==> src/rtl/alu_div_pkg.sv <==
// Shared definitions for the sequential signed divider: FSM state encoding
// and the fixed quotient pattern reported on a zero divisor.
package alu_div_pkg;

  typedef enum logic [2:0] {
    IDLE,
    ITER,
    CORRECT,
    FIX,
    DONE
  } div_state_e;

  localparam int DIV_WIDTH = 32;

  localparam logic [DIV_WIDTH-1:0] DBZ_QUOTIENT = '1;

endpackage

==> src/rtl/sdiv_nr_step.sv <==
// One non-restoring step: adds or subtracts the zero-extended divisor
// magnitude from the (WIDTH+1)-bit signed partial remainder.
module sdiv_nr_step #(
  parameter int WIDTH = 32
) (
  input  logic signed [WIDTH:0]   a_i,
  input  logic        [WIDTH-1:0] d_i,
  input  logic                    sub_i,
  output logic signed [WIDTH:0]   sum_o
);

  logic signed [WIDTH:0] d_ext;

  assign d_ext = signed'({1'b0, d_i});
  assign sum_o = sub_i ? (a_i - d_ext) : (a_i + d_ext);

endmodule

==> src/rtl/sdiv_seq_ctrl.sv <==
// Multi-cycle signed divider: one non-restoring step per clock on a shared
// adder, followed by a remainder-correction cycle and a sign-fix cycle.
module sdiv_seq_ctrl
  import alu_div_pkg::*;
#(
  parameter int WIDTH = DIV_WIDTH,
  parameter int CNT_W = $clog2(WIDTH) + 1
) (
  input  logic             clk,
  input  logic             reset,
  input  logic             start,
  input  logic [WIDTH-1:0] dividend,
  input  logic [WIDTH-1:0] divisor,
  output logic             busy,
  output logic             done,
  output logic [WIDTH-1:0] quotient,
  output logic [WIDTH-1:0] remainder,
  output logic             div_by_zero
);

  div_state_e            state_q, state_d;
  logic [CNT_W-1:0]      cnt_q, cnt_d;
  logic [WIDTH-1:0]      quotient_q, quotient_d;
  logic [WIDTH-1:0]      remainder_q, remainder_d;
  logic                  dbz_q, dbz_d;

  logic signed [WIDTH:0] p_q, p_d;
  logic [WIDTH-1:0]      q_q, q_d;
  logic [WIDTH-1:0]      dabs_q, dabs_d;
  logic                  sgnq_q, sgnq_d;
  logic                  sgnr_q, sgnr_d;

  logic signed [WIDTH:0] step_a;
  logic signed [WIDTH:0] step_sum;
  logic                  step_sub;

  function automatic logic [WIDTH-1:0] neg(input logic [WIDTH-1:0] x);
    return ~x + 1'b1;
  endfunction

  // MIN_INT maps to 2^(WIDTH-1), which is exact when read as unsigned.
  function automatic logic [WIDTH-1:0] mag(input logic [WIDTH-1:0] x);
    return x[WIDTH-1] ? neg(x) : x;
  endfunction

  // CORRECT reuses the step adder with the add forced on the unshifted P.
  assign step_a   = (state_q == CORRECT) ? p_q : {p_q[WIDTH-1:0], q_q[WIDTH-1]};
  assign step_sub = (state_q == ITER) && !p_q[WIDTH];

  sdiv_nr_step #(
    .WIDTH (WIDTH)
  ) u_step (
    .a_i   (step_a),
    .d_i   (dabs_q),
    .sub_i (step_sub),
    .sum_o (step_sum)
  );

  always_comb begin
    state_d     = state_q;
    cnt_d       = cnt_q;
    quotient_d  = quotient_q;
    remainder_d = remainder_q;
    dbz_d       = dbz_q;
    p_d         = p_q;
    q_d         = q_q;
    dabs_d      = dabs_q;
    sgnq_d      = sgnq_q;
    sgnr_d      = sgnr_q;
    unique case (state_q)
      IDLE: begin
        if (start) begin
          dabs_d = mag(divisor);
          q_d    = mag(dividend);
          sgnq_d = dividend[WIDTH-1] ^ divisor[WIDTH-1];
          sgnr_d = dividend[WIDTH-1];
          p_d    = '0;
          cnt_d  = '0;
          if (divisor == '0) begin
            state_d     = DONE;
            quotient_d  = {WIDTH{DBZ_QUOTIENT[0]}};
            remainder_d = dividend;
            dbz_d       = 1'b1;
          end else begin
            state_d = ITER;
          end
        end
      end
      ITER: begin
        p_d   = step_sum;
        q_d   = {q_q[WIDTH-2:0], ~step_sum[WIDTH]};
        cnt_d = cnt_q + 1'b1;
        if (cnt_q == CNT_W'(WIDTH - 1)) begin
          state_d = CORRECT;
        end
      end
      CORRECT: begin
        if (p_q[WIDTH]) begin
          p_d = step_sum;
        end
        state_d = FIX;
      end
      FIX: begin
        quotient_d  = sgnq_q ? neg(q_q) : q_q;
        remainder_d = sgnr_q ? neg(p_q[WIDTH-1:0]) : p_q[WIDTH-1:0];
        dbz_d       = 1'b0;
        state_d     = DONE;
      end
      DONE: begin
        state_d = IDLE;
      end
      default: begin
        state_d = IDLE;
      end
    endcase
  end

  always_ff @(posedge clk or posedge reset) begin
    if (reset) begin
      state_q     <= IDLE;
      cnt_q       <= '0;
      quotient_q  <= '0;
      remainder_q <= '0;
      dbz_q       <= 1'b0;
    end else begin
      state_q     <= state_d;
      cnt_q       <= cnt_d;
      quotient_q  <= quotient_d;
      remainder_q <= remainder_d;
      dbz_q       <= dbz_d;
    end
  end

  // Working datapath needs no reset: it is fully reloaded on every accept.
  always_ff @(posedge clk) begin
    p_q    <= p_d;
    q_q    <= q_d;
    dabs_q <= dabs_d;
    sgnq_q <= sgnq_d;
    sgnr_q <= sgnr_d;
  end

  assign busy        = (state_q != IDLE);
  assign done        = (state_q == DONE);
  assign quotient    = quotient_q;
  assign remainder   = remainder_q;
  assign div_by_zero = dbz_q;

endmodule
==> config.mk <==
export PLATFORM = sky130hd
export DESIGN_NAME = sdiv_seq_ctrl
export DESIGN_NICKNAME = d
export VERILOG_FILES = /design/src/rtl/alu_div_pkg.sv /design/src/rtl/sdiv_nr_step.sv /design/src/rtl/sdiv_seq_ctrl.sv
export SDC_FILE = /design/constraint.sdc
export NUM_CORES = 1
export LEC_CHECK = 0
export CAP_MARGIN = 20
export CORE_MARGIN = 2
export CORE_UTILIZATION = 25
export DETAILED_ROUTE_END_ITERATION = 10
export GPL_TIMING_DRIVEN = 0
export PLACE_DENSITY = 0.49
export SYNTH_ARGS = -nofsm -noshare
export SYNTH_HDL_FRONTEND = slang
export SYNTH_SLANG_ARGS = --single-unit
==> constraint.sdc <==
create_clock -name clk -period 5.1 [get_ports clk]
set_clock_uncertainty 0.15 [all_clocks]
set_input_delay 0.765 -clock clk [delete_from_list [all_inputs] [get_ports clk]]
set_output_delay 0.765 -clock clk [all_outputs]
set_load 0.03 [all_outputs]
After elaboration in Yosys (flattened, before gate mapping)
Index checks and enable logic that the tools add are counted.
- flip-flop bits (word level): 173
- output and inout port bits: 67
- logic and storage cells: 74
- $add $sub $neg: 7
- eq/ne operators: 9
- muxes and demuxes: 26
- bitwise operators: 6
- reductions and logical operators: 14
- operators with widths (cell ; number):
    $mux 32 ; 8
    $pmux 32 s2 ; 3
    $mux 33 ; 4
    $add 32x1->32 const B ; 4
    $not 32->32 ; 4
    $pmux 33 s3 ; 1
    $add 33x33->33 ; 1
    $sub 33x33->33 ; 1
    $logic_not 32->1 ; 1
    $mux 31 ; 1
    $pmux 3 s4 ; 1
    $pmux 6 s2 ; 1
    $mux 3 ; 3
    $reduce_and 2->1 ; 4
    $add 6x1->6 const B ; 1
    $eq 3x2->1 const B ; 2
    $eq 6x5->1 const B ; 1
    $mux 6 ; 1
    $ne 2x2->1 const B ; 3
    $reduce_and 3->1 ; 2
    $reduce_bool 3->1 ; 2
    $reduce_bool 2->1 ; 2
    $eq 3x1->1 const B ; 1
    $eq 3x3->1 const B ; 1
    other kinds (8) ; 9

Longest topological paths before layout
Gate-level depths: netlist of run 1.
- depth in word-level cells: 6
- depth in mapped cells: 18

Cells and area by module
From an unflattened synthesis of run 1, not the netlist that was laid out.
- cell total of the unflattened synthesis: 1352
- area, all modules: 12309.3 um2
- modules (own cells, without submodules) (module ; times used ; cells each ; area an instance (um2) ; seq. area each (um2)):
    sdiv_seq_ctrl ; 1 ; 961 ; 9696.8 ; 4824.6
    sdiv_nr_step ; 1 ; 391 ; 2612.5 ; 0.0

Worst setup path after synthesis of run 1
OpenSTA, ideal clock, no wires.
- path type: register to register
- from: register state_q[0]
- to: register q_q[0], data pin
- setup time: 260 ps
- arrival: 3974 ps
- path slack: 716 ps
- cell stages (with the launch flop): 17
- period minus slack after synthesis: 4384 ps
- path through: dfrtp_1 clkbuf_1 nor3b_1 nand2b_1 clkbuf_1 nor2_1 a21oi_1 fa_1 a21oi_1 o22ai_1 o31ai_1 o22ai_1 o21ai_0 a21boi_0 a211oi_1 xor2_1 mux2_2
- longest elaborated chain between the ends: 6
- ends and longest elaborated chain (item ; RTL line ; source):
    start, declared ; sdiv_seq_ctrl.sv:21 ; div_state_e state_q, state_d;
    start signal, assigned ; sdiv_seq_ctrl.sv:126 ; state_q <= state_d;
    $eq 3x2->1 ; sdiv_seq_ctrl.sv:47 ; assign step_a = (state_q == CORRECT) ? p_q : {p_q[WIDTH-1:0], q_q[WIDTH-1]};
    $mux 33 ; sdiv_seq_ctrl.sv:47 ;
    $add 33x33->33 / $sub 33x33->33 (equally long branches) ; sdiv_nr_step.sv:15 ; assign sum_o = sub_i ? (a_i - d_ext) : (a_i + d_ext);
    $mux 33 ; sdiv_nr_step.sv:15 ;
    $not 1->1 ; sdiv_seq_ctrl.sv:91 ; q_d = {q_q[WIDTH-2:0], ~step_sum[WIDTH]};
    $pmux 32 s2 * ; sdiv_seq_ctrl.sv:70 ; unique case (state_q)
    net q_d[0] ; sdiv_seq_ctrl.sv:28 ; logic [WIDTH-1:0] q_q, q_d;
    end signal, assigned ; sdiv_seq_ctrl.sv:137 ; q_q <= q_d;
    end, declared ; sdiv_seq_ctrl.sv:28 ;
Mark *: on every way through the listed nets, which the timed path passes. The rest lies on a longest branch.
A chain may end at the register's enable or synchronous reset.

Worst setup path after layout of run 1
- from: register dabs_q[9]
- to: register q_q[0], data pin
- longest elaborated chain between the ends: 4
- ends and longest elaborated chain (item ; RTL line ; source):
    start, declared ; sdiv_seq_ctrl.sv:29 ; logic [WIDTH-1:0] dabs_q, dabs_d;
    start signal, assigned ; sdiv_seq_ctrl.sv:138 ; dabs_q <= dabs_d;
    $add 33x33->33 / $sub 33x33->33 (equally long branches) ; sdiv_nr_step.sv:15 ;
    $mux 33 * ; sdiv_nr_step.sv:15 ;
    $not 1->1 * ; sdiv_seq_ctrl.sv:91 ;
    $pmux 32 s2 * ; sdiv_seq_ctrl.sv:70 ;
    net q_d[0] ; sdiv_seq_ctrl.sv:28 ;
Marks and branches as above.

==> results.sh, run 1 <==
export IMPL_status="completed"
export IMPL_fin_crit_sh_pct=95.0
export IMPL_finalHoldViolations=0
export IMPL_ys_types=65
export IMPL_cp_start_kind="register"
export IMPL_drive_gt1_share_pct=5.79
export IMPL_syn_to_final_growth_pct=24.1
export IMPL_place_area_sq_um=13900
export IMPL_avgSynthCellArea_sq_um=8.89
export IMPL_yosysTopAreaCell="edfxtp_1"
export IMPL_diodes=0
export IMPL_drcViolationCount=0
export IMPL_pin_count=134
export IMPL_die_area_sq_um=48600
export IMPL_required_ns=5.16
export IMPL_peakVddDrop_uv=235
export IMPL_initial_utilization_pct=25.2
export IMPL_grt_pass1_wl_mm=56.6
export IMPL_antenna_left=0
export IMPL_crit_family="compound AO/OA/AOI/OAI gates"
export IMPL_worstSetupEndpointType="register"
export IMPL_coreArea_sq_um=46400
export IMPL_synth_flop_cell="edfxtp_1"
export IMPL_path_cells="or4_4 -> nor2_1 -> nand3_1 -> o41ai_2 -> xor2_1 -> ha_1 -> clkbuf_1 -> a21oi_1 -> o21ai_0 -> a211oi_1 -> o22ai_1 -> o21ai_1 -> a21boi_1 -> a211oi_2 -> xor2_1 -> mux2_2"
export IMPL_first_pass_iters=5
export IMPL_grt_ovfl_total=0
export IMPL_grt_setup_unrepaired="false"
export IMPL_yosysSeqAreaShare_pct=41.2
export IMPL_synthesis_nets=1423
export IMPL_root_buffer="clkbuf_16"
export IMPL_die_h_um=220
export IMPL_vias=10000
export IMPL_worstSetupPathType="reg2reg"
export IMPL_grt_max_degree=41
export IMPL_netlist_instances=1316
export IMPL_initialDrtViolationCount=649
export IMPL_mostFrequentLayoutCells="nand2_1 (208), clkdlybuf4s50_1 (133), o21ai_0 (124), nor2_1 (123), xor2_1 (108)"
export IMPL_finalWeightedCongestion=0.922
export IMPL_clk_latency_ns=0.46
export IMPL_p_leak_uw=0.00552
export IMPL_cp_num_buf_inv=1
export IMPL_synth_area_sq_um=11700
export IMPL_track_usage_pct=15.5
export IMPL_cts_buffer_depth=2
export IMPL_yosysWarnings=0
export IMPL_ys_ff_latch=173
export IMPL_synth_edf_count=99
export IMPL_clock_sinks=173
export IMPL_crit_path_max_fanout=8
export IMPL_first_global_vias=9701
export IMPL_slowest_stage="or4_4"
export IMPL_fin_nets=1579
export IMPL_cts_buffers=17
export IMPL_clkTransAtPathRegs_ns=0.08
export IMPL_routed_wl_mm=37.5
export IMPL_crit_top_cell="xor2_1"
export IMPL_slew_viol_final=0
export IMPL_arrival_ns=4.91
export IMPL_synth_area_leaders="edfxtp_1 (25%), dfrtp_1 (16%), xor2_1 (8.1%)"
export IMPL_relSlewSlack_pct=45.6
export IMPL_die_x_um=220
export IMPL_ctsHoldBuffers=0
export IMPL_power_density_nw_per_um2=561
export IMPL_fin_crit_ns=4.85
export IMPL_antenna_found_initial=0
export IMPL_htreeDepth=4
export IMPL_routed_via_density=4.80
export IMPL_critPathMaxStageDelay_ns=0.58
export IMPL_finalSetupViolCount=0
export IMPL_design_area_sq_um=14500
export IMPL_worst_hold_path_type="reg2reg"
export IMPL_worst_pin_slew_ns=0.817
export IMPL_cts_tree="yes"
export IMPL_synthArstFlopShare_pct=42.8
export IMPL_wl_per_cell_um=17.9
export IMPL_yosys_area_top_type_share_pct=25.4
export IMPL_final_common_cell="nand2_1"
export IMPL_max_cap_violations=0
export IMPL_dp_hpwl_mm=30.4
export IMPL_place_port_buffers=133
export IMPL_row_count=79
export IMPL_final_util_pct=31.3
export IMPL_max_freq_mhz=206
==> cells by family after synthesis <==
| family | count (synthesis) | synth area share [%] |
|---|---|---|
| simple gates | 494 | 19.7 |
| flops | 173 | 41.2 |
| mux | 5 | 0.449 |
| fa+ha+maj | 40 | 4.34 |
| buf+inv | 86 | 3.05 |
| xor+xnor | 177 | 13.2 |
| compound gates | 341 | 18.0 |
==> power breakdown <==
part	leakage [uW]	internal, uW	total, uW	switching, uW
registers	0.00187	2110	2620	512
logic	0.00337	1730	4220	2490
clock network	0.000282	652	1310	662
total	0.00552	4490	8150	3660
==> routing by layer <==
| metal | up-vias | track usage, % | wire, um |
|---|---|---|---|
| met3 | 44 | 2.02 | 1490 |
| met1 | 4705 | 19.9 | 17200 |
| met2 | 239 | 26.6 | 17800 |
| li1 | 5046 | - | - |
| met5 | - | 0 | 0 |
| met4 | 0 | 5.44 | 983 |
==> cell type report <==
| type | count | area (sq um) |
|---|---|---|
| Buffer | 61 | 264 |
| Inverter | 24 | 92.6 |
| Clock buffer | 17 | 425 |
| Tap cell | 607 | 759 |
| Fill cell | 4849 | 31800 |
| Multi-Input combinational cell | 1057 | 6560 |
| Timing Repair Buffer | 138 | 1440 |
| Clock inverter | 15 | 158 |
| Sequential cell | 173 | 4820 |
==> registers in the layout, indices dropped and copies added, names as in the netlist <==
| signal | count |
|---|---|
| remainder | 32 |
| state_q | 3 |
| quotient | 32 |
| sgnq_q | 1 |
| sgnr_q | 1 |
| cnt_q | 6 |
| div_by_zero | 1 |
| p_q | 33 |
| q_q | 32 |
| dabs_q | 32 |
==> stage by stage <==
step	power [uW]	setup TNS (ns)	hold WS [ns]	cells	worst slack [ns]
floorplan	5450	0	0.307	1316	0.716
global placement	6760	-15.95	0.317	2056	-1.47
detailed placement	6800	-4.16	0.339	2060	-0.863
CTS	8160	0	0.353	2093	0.0357
global route	8790	0	0.380	2092	0.0108
finish	8150	0	0.346	2092	0.254
==> repair_timing <==
action                                  4_1_cts  5_1_grt
gates resized for setup                       5        5
endpoints found under the setup margin       15        6
setup buffers                                 1        0
==> synth_stat cells, types with 23 or more instances <==
cell type,count
o31ai_1,40
nand2_1,208
nor3_1,27
ha_1,39
xor2_1,108
edfxtp_1,99
nor2_1,124
o21ai_0,126
a21oi_1,67
dfrtp_1,74
inv_1,23
clkbuf_1,50
xnor2_1,69
==> path summary, 6_finish.rpt <==
kind                       cells past startpoint      start            end  slack (ns)
hold / removal                                 1   cnt_q[5]       cnt_q[5]        0.35
setup reg to reg                              16  dabs_q[9]         q_q[0]        0.25
min in group asynchronous                      2      reset    quotient[5]        0.53
hold reg to reg                                1   cnt_q[5]       cnt_q[5]        0.35
setup / recovery                              16  dabs_q[9]         q_q[0]        0.25
max in group asynchronous                      3      reset  remainder[14]        3.67
==> worst reg2reg max path: cells and delay by family (launching register included) <==
family | cells | cell delay, ns
AOI/OAI and AO/OA | 8 | 1.82
xor gates and xnor gates | 2 | 0.45
adders and majority gates | 1 | 0.27
buffers and inverters | 1 | 0.19
DFF | 1 | 0.45
muxes | 1 | 0.30
and+or+nand+nor | 3 | 0.99
(Power assumes the default switching activity.)
==> run 2: changes to the inputs <==
--- a/config.mk
+++ b/config.mk
@@ -5,12 +5,11 @@
 export SDC_FILE = /design/constraint.sdc
 export NUM_CORES = 1
 export LEC_CHECK = 0
-export CAP_MARGIN = 20
 export CORE_MARGIN = 2
-export CORE_UTILIZATION = 25
+export CORE_UTILIZATION = 40
 export DETAILED_ROUTE_END_ITERATION = 10
 export GPL_TIMING_DRIVEN = 0
-export PLACE_DENSITY = 0.49
+export PLACE_DENSITY = 0.67
 export SYNTH_ARGS = -nofsm -noshare
 export SYNTH_HDL_FRONTEND = slang
 export SYNTH_SLANG_ARGS = --single-unit
==> constraint.sdc (replaced) <==
create_clock -name clk -period 5.6 [get_ports clk]
set_clock_uncertainty 0.15 [all_clocks]
set_input_delay 0.84 -clock clk [delete_from_list [all_inputs] [get_ports clk]]
set_output_delay 0.84 -clock clk [all_outputs]
set_load 0.03 [all_outputs]
==> results.sh, run 2 (synthesis gave the netlist of run 1 again) <==
export IMPL_status="completed"
export IMPL_cp_start_kind="register"
export IMPL_cts_tree="yes"
export IMPL_r2r_start="state_q[0]"
export IMPL_fin_crit_sh_pct=95.6
export IMPL_final_util_pct=49.2
export IMPL_slew_viol_final=0
export IMPL_worst_hold_path_type="reg2reg"
export IMPL_cts_buffer_depth=2
export IMPL_peakVddDrop_uv=261
export IMPL_wl_per_cell_um=17.8
export IMPL_worstSetupEndpointType="register"
export IMPL_htreeDepth=4
export IMPL_die_x_um=175
export IMPL_syn_to_final_growth_pct=21.0
export IMPL_clkTransAtPathRegs_ns=0.08
export IMPL_wl_met2_mm=16.3
export IMPL_max_freq_mhz=187
export IMPL_layoutNonFillerInstCount=1867
export IMPL_cts_buffers=17
export IMPL_die_area_sq_um=30600
export IMPL_place_port_buffers=133
export IMPL_largest_reg_flops=33
export IMPL_vias=10300
export IMPL_root_buffer="clkbuf_16"
export IMPL_drive_gt1_share_pct=5.53
export IMPL_antenna_left=0
export IMPL_worstSetupPathType="reg2reg"
export IMPL_clock_sinks=173
export IMPL_total_power_uw=7340
export IMPL_grt_setup_unrepaired="false"
export IMPL_required_ns=5.66
export IMPL_finalWeightedCongestion=0.953
export IMPL_ff2ff_setup_slack_ns=0.24
export IMPL_timing_rr_end="q_q[0]"
export IMPL_top_layer="met4"
export IMPL_p_leak_uw=0.00549
export IMPL_placed_cells=1834
export IMPL_power_density_nw_per_um2=518
export IMPL_rr_worst_depth=16
export IMPL_first_global_vias=9807
export IMPL_drcViolationCount=0
export IMPL_first_pass_iters=5
export IMPL_finalHoldViolations=0
export IMPL_fin_nets=1576
export IMPL_crit_path_max_fanout=10
export IMPL_finalSetupViolCount=0
export IMPL_crit_end="q_q[0]"
export IMPL_routed_via_density=5.53
export IMPL_worst_pin_slew_ns=1.17
export IMPL_place_area_sq_um=13600
export IMPL_route_met3_wl_mm=1.77
export IMPL_coreArea_sq_um=28800
export IMPL_relSlewSlack_pct=22.0
export IMPL_grt_ovfl_total=0
export IMPL_wl_met1_mm=14.0
export IMPL_fin_crit_ns=5.36
export IMPL_min_from="div_by_zero"
export IMPL_initialDrtViolationCount=929
export IMPL_grt_max_degree=56
export IMPL_antenna_found_initial=0
export IMPL_ctsHoldBuffers=0
export IMPL_grt_pass1_wl_mm=51.9
export IMPL_dp_hpwl_mm=26.6
export IMPL_final_common_cell="nand2_1"
export IMPL_row_count=62
export IMPL_routed_wl_mm=33.2
export IMPL_track_usage_pct=21.7
export IMPL_max_cap_violations=0
export IMPL_clk_latency_ns=0.45
export IMPL_die_h_um=175
export IMPL_pin_count=134
export IMPL_crit_start="state_q[0]"
export IMPL_arrival_ns=5.41
export IMPL_initial_utilization_pct=40.7
export IMPL_mostFrequentLayoutCells="nand2_1 (208), clkdlybuf4s50_1 (133), o21ai_0 (126), nor2_1 (124), xor2_1 (108)"
export IMPL_design_area_sq_um=14200
export IMPL_largest_register="p_q"
==> run 2: cell types whose count changed in the layout (fill, tap and decap cells not counted), moves of 2 or more <==
cell | before | now
inv_8 | 4 | 6
clkinv_4 | 4 | 2
buf_16 | 3 | 1
o21ai_0 | 124 | 126
o21ai_1 | 8 | 6
==> run 2: cell type report <==
| cell class | instances | area (sq um) |
|---|---|---|
| antenna | 1 | 2.50 |
| multi-input combinational | 1057 | 6540 |
| tap | 384 | 480 |
| clock buffer | 17 | 425 |
| timing repair buffer | 134 | 1360 |
| fill | 2711 | 14600 |
| inverter | 24 | 92.6 |
| clock inverter | 15 | 173 |
| buffer | 62 | 268 |
| sequential | 173 | 4820 |
==> run 2: power by group <==
| group | internal (uW) | switching, uW |
|---|---|---|
| Clock | 604 | 595 |
| Combinational | 1550 | 2230 |
| Sequential | 1920 | 448 |
==> run 2: worst max-delay path, cell delays in order (launching register included) <==
cell and delay [ns]:
dfrtp_1 0.33, clkbuf_1 0.30, nor3b_4 0.61, nand2b_1 0.30
clkbuf_1 0.32, nor2_1 0.16, a21oi_1 0.10, fa_1 0.46
a21oi_1 0.20, o22ai_1 0.14, o31ai_2 0.44, o22ai_1 0.15
o21ai_0 0.38, a21boi_0 0.22, a211oi_1 0.34, xor2_1 0.20
mux2_2 0.30
==> run 2: per-layer routing <==
layer,global-route usage (%),up-vias
met5,0,-
met4,8.65,0
met3,2.94,66
met2,38.6,362
met1,26.5,4835
li1,-,5064
==> run 2: repair_timing <==
| item | 4_1_cts | 5_1_grt |
|---|---|---|
| setup endpoints to repair | 2 | 2 |
| resized for setup | 1 | 3 |
| setup buffers | 0 | 0 |
==> run 2: worst min-delay path by stage <==
stage / slack [ns] / cells past startpoint / to
floorplan: 0.31 / 1 / cnt_q[5]
global placement: 0.32 / 1 / cnt_q[5]
detailed placement: 0.34 / 2 / div_by_zero
CTS: 0.35 / 1 / cnt_q[5]
global route: 0.38 / 2 / div_by_zero
finish: 0.35 / 2 / div_by_zero
==> run 2: metrics by stage <==
stage / hold WS, ns / setup TNS, ns / worst slack [ns]
finish: 0.352 / 0 / 0.244
global route: 0.377 / 0 / 0.0548
CTS: 0.355 / 0 / 0.0613
detailed placement: 0.339 / -0.159 / -0.115
global placement: 0.325 / -2.86 / -0.732
floorplan: 0.307 / 0 / 1.22
==> run 3: changes to the inputs <==
--- a/config.mk
+++ b/config.mk
@@ -9,6 +9,7 @@
 export CORE_UTILIZATION = 40
 export DETAILED_ROUTE_END_ITERATION = 10
 export GPL_TIMING_DRIVEN = 0
+export HOLD_SLACK_MARGIN = 0.08
 export PLACE_DENSITY = 0.67
 export SYNTH_ARGS = -nofsm -noshare
 export SYNTH_HDL_FRONTEND = slang
==> results of run 3 <==
Final layout, timing and power as in run 2 (identical DEF).
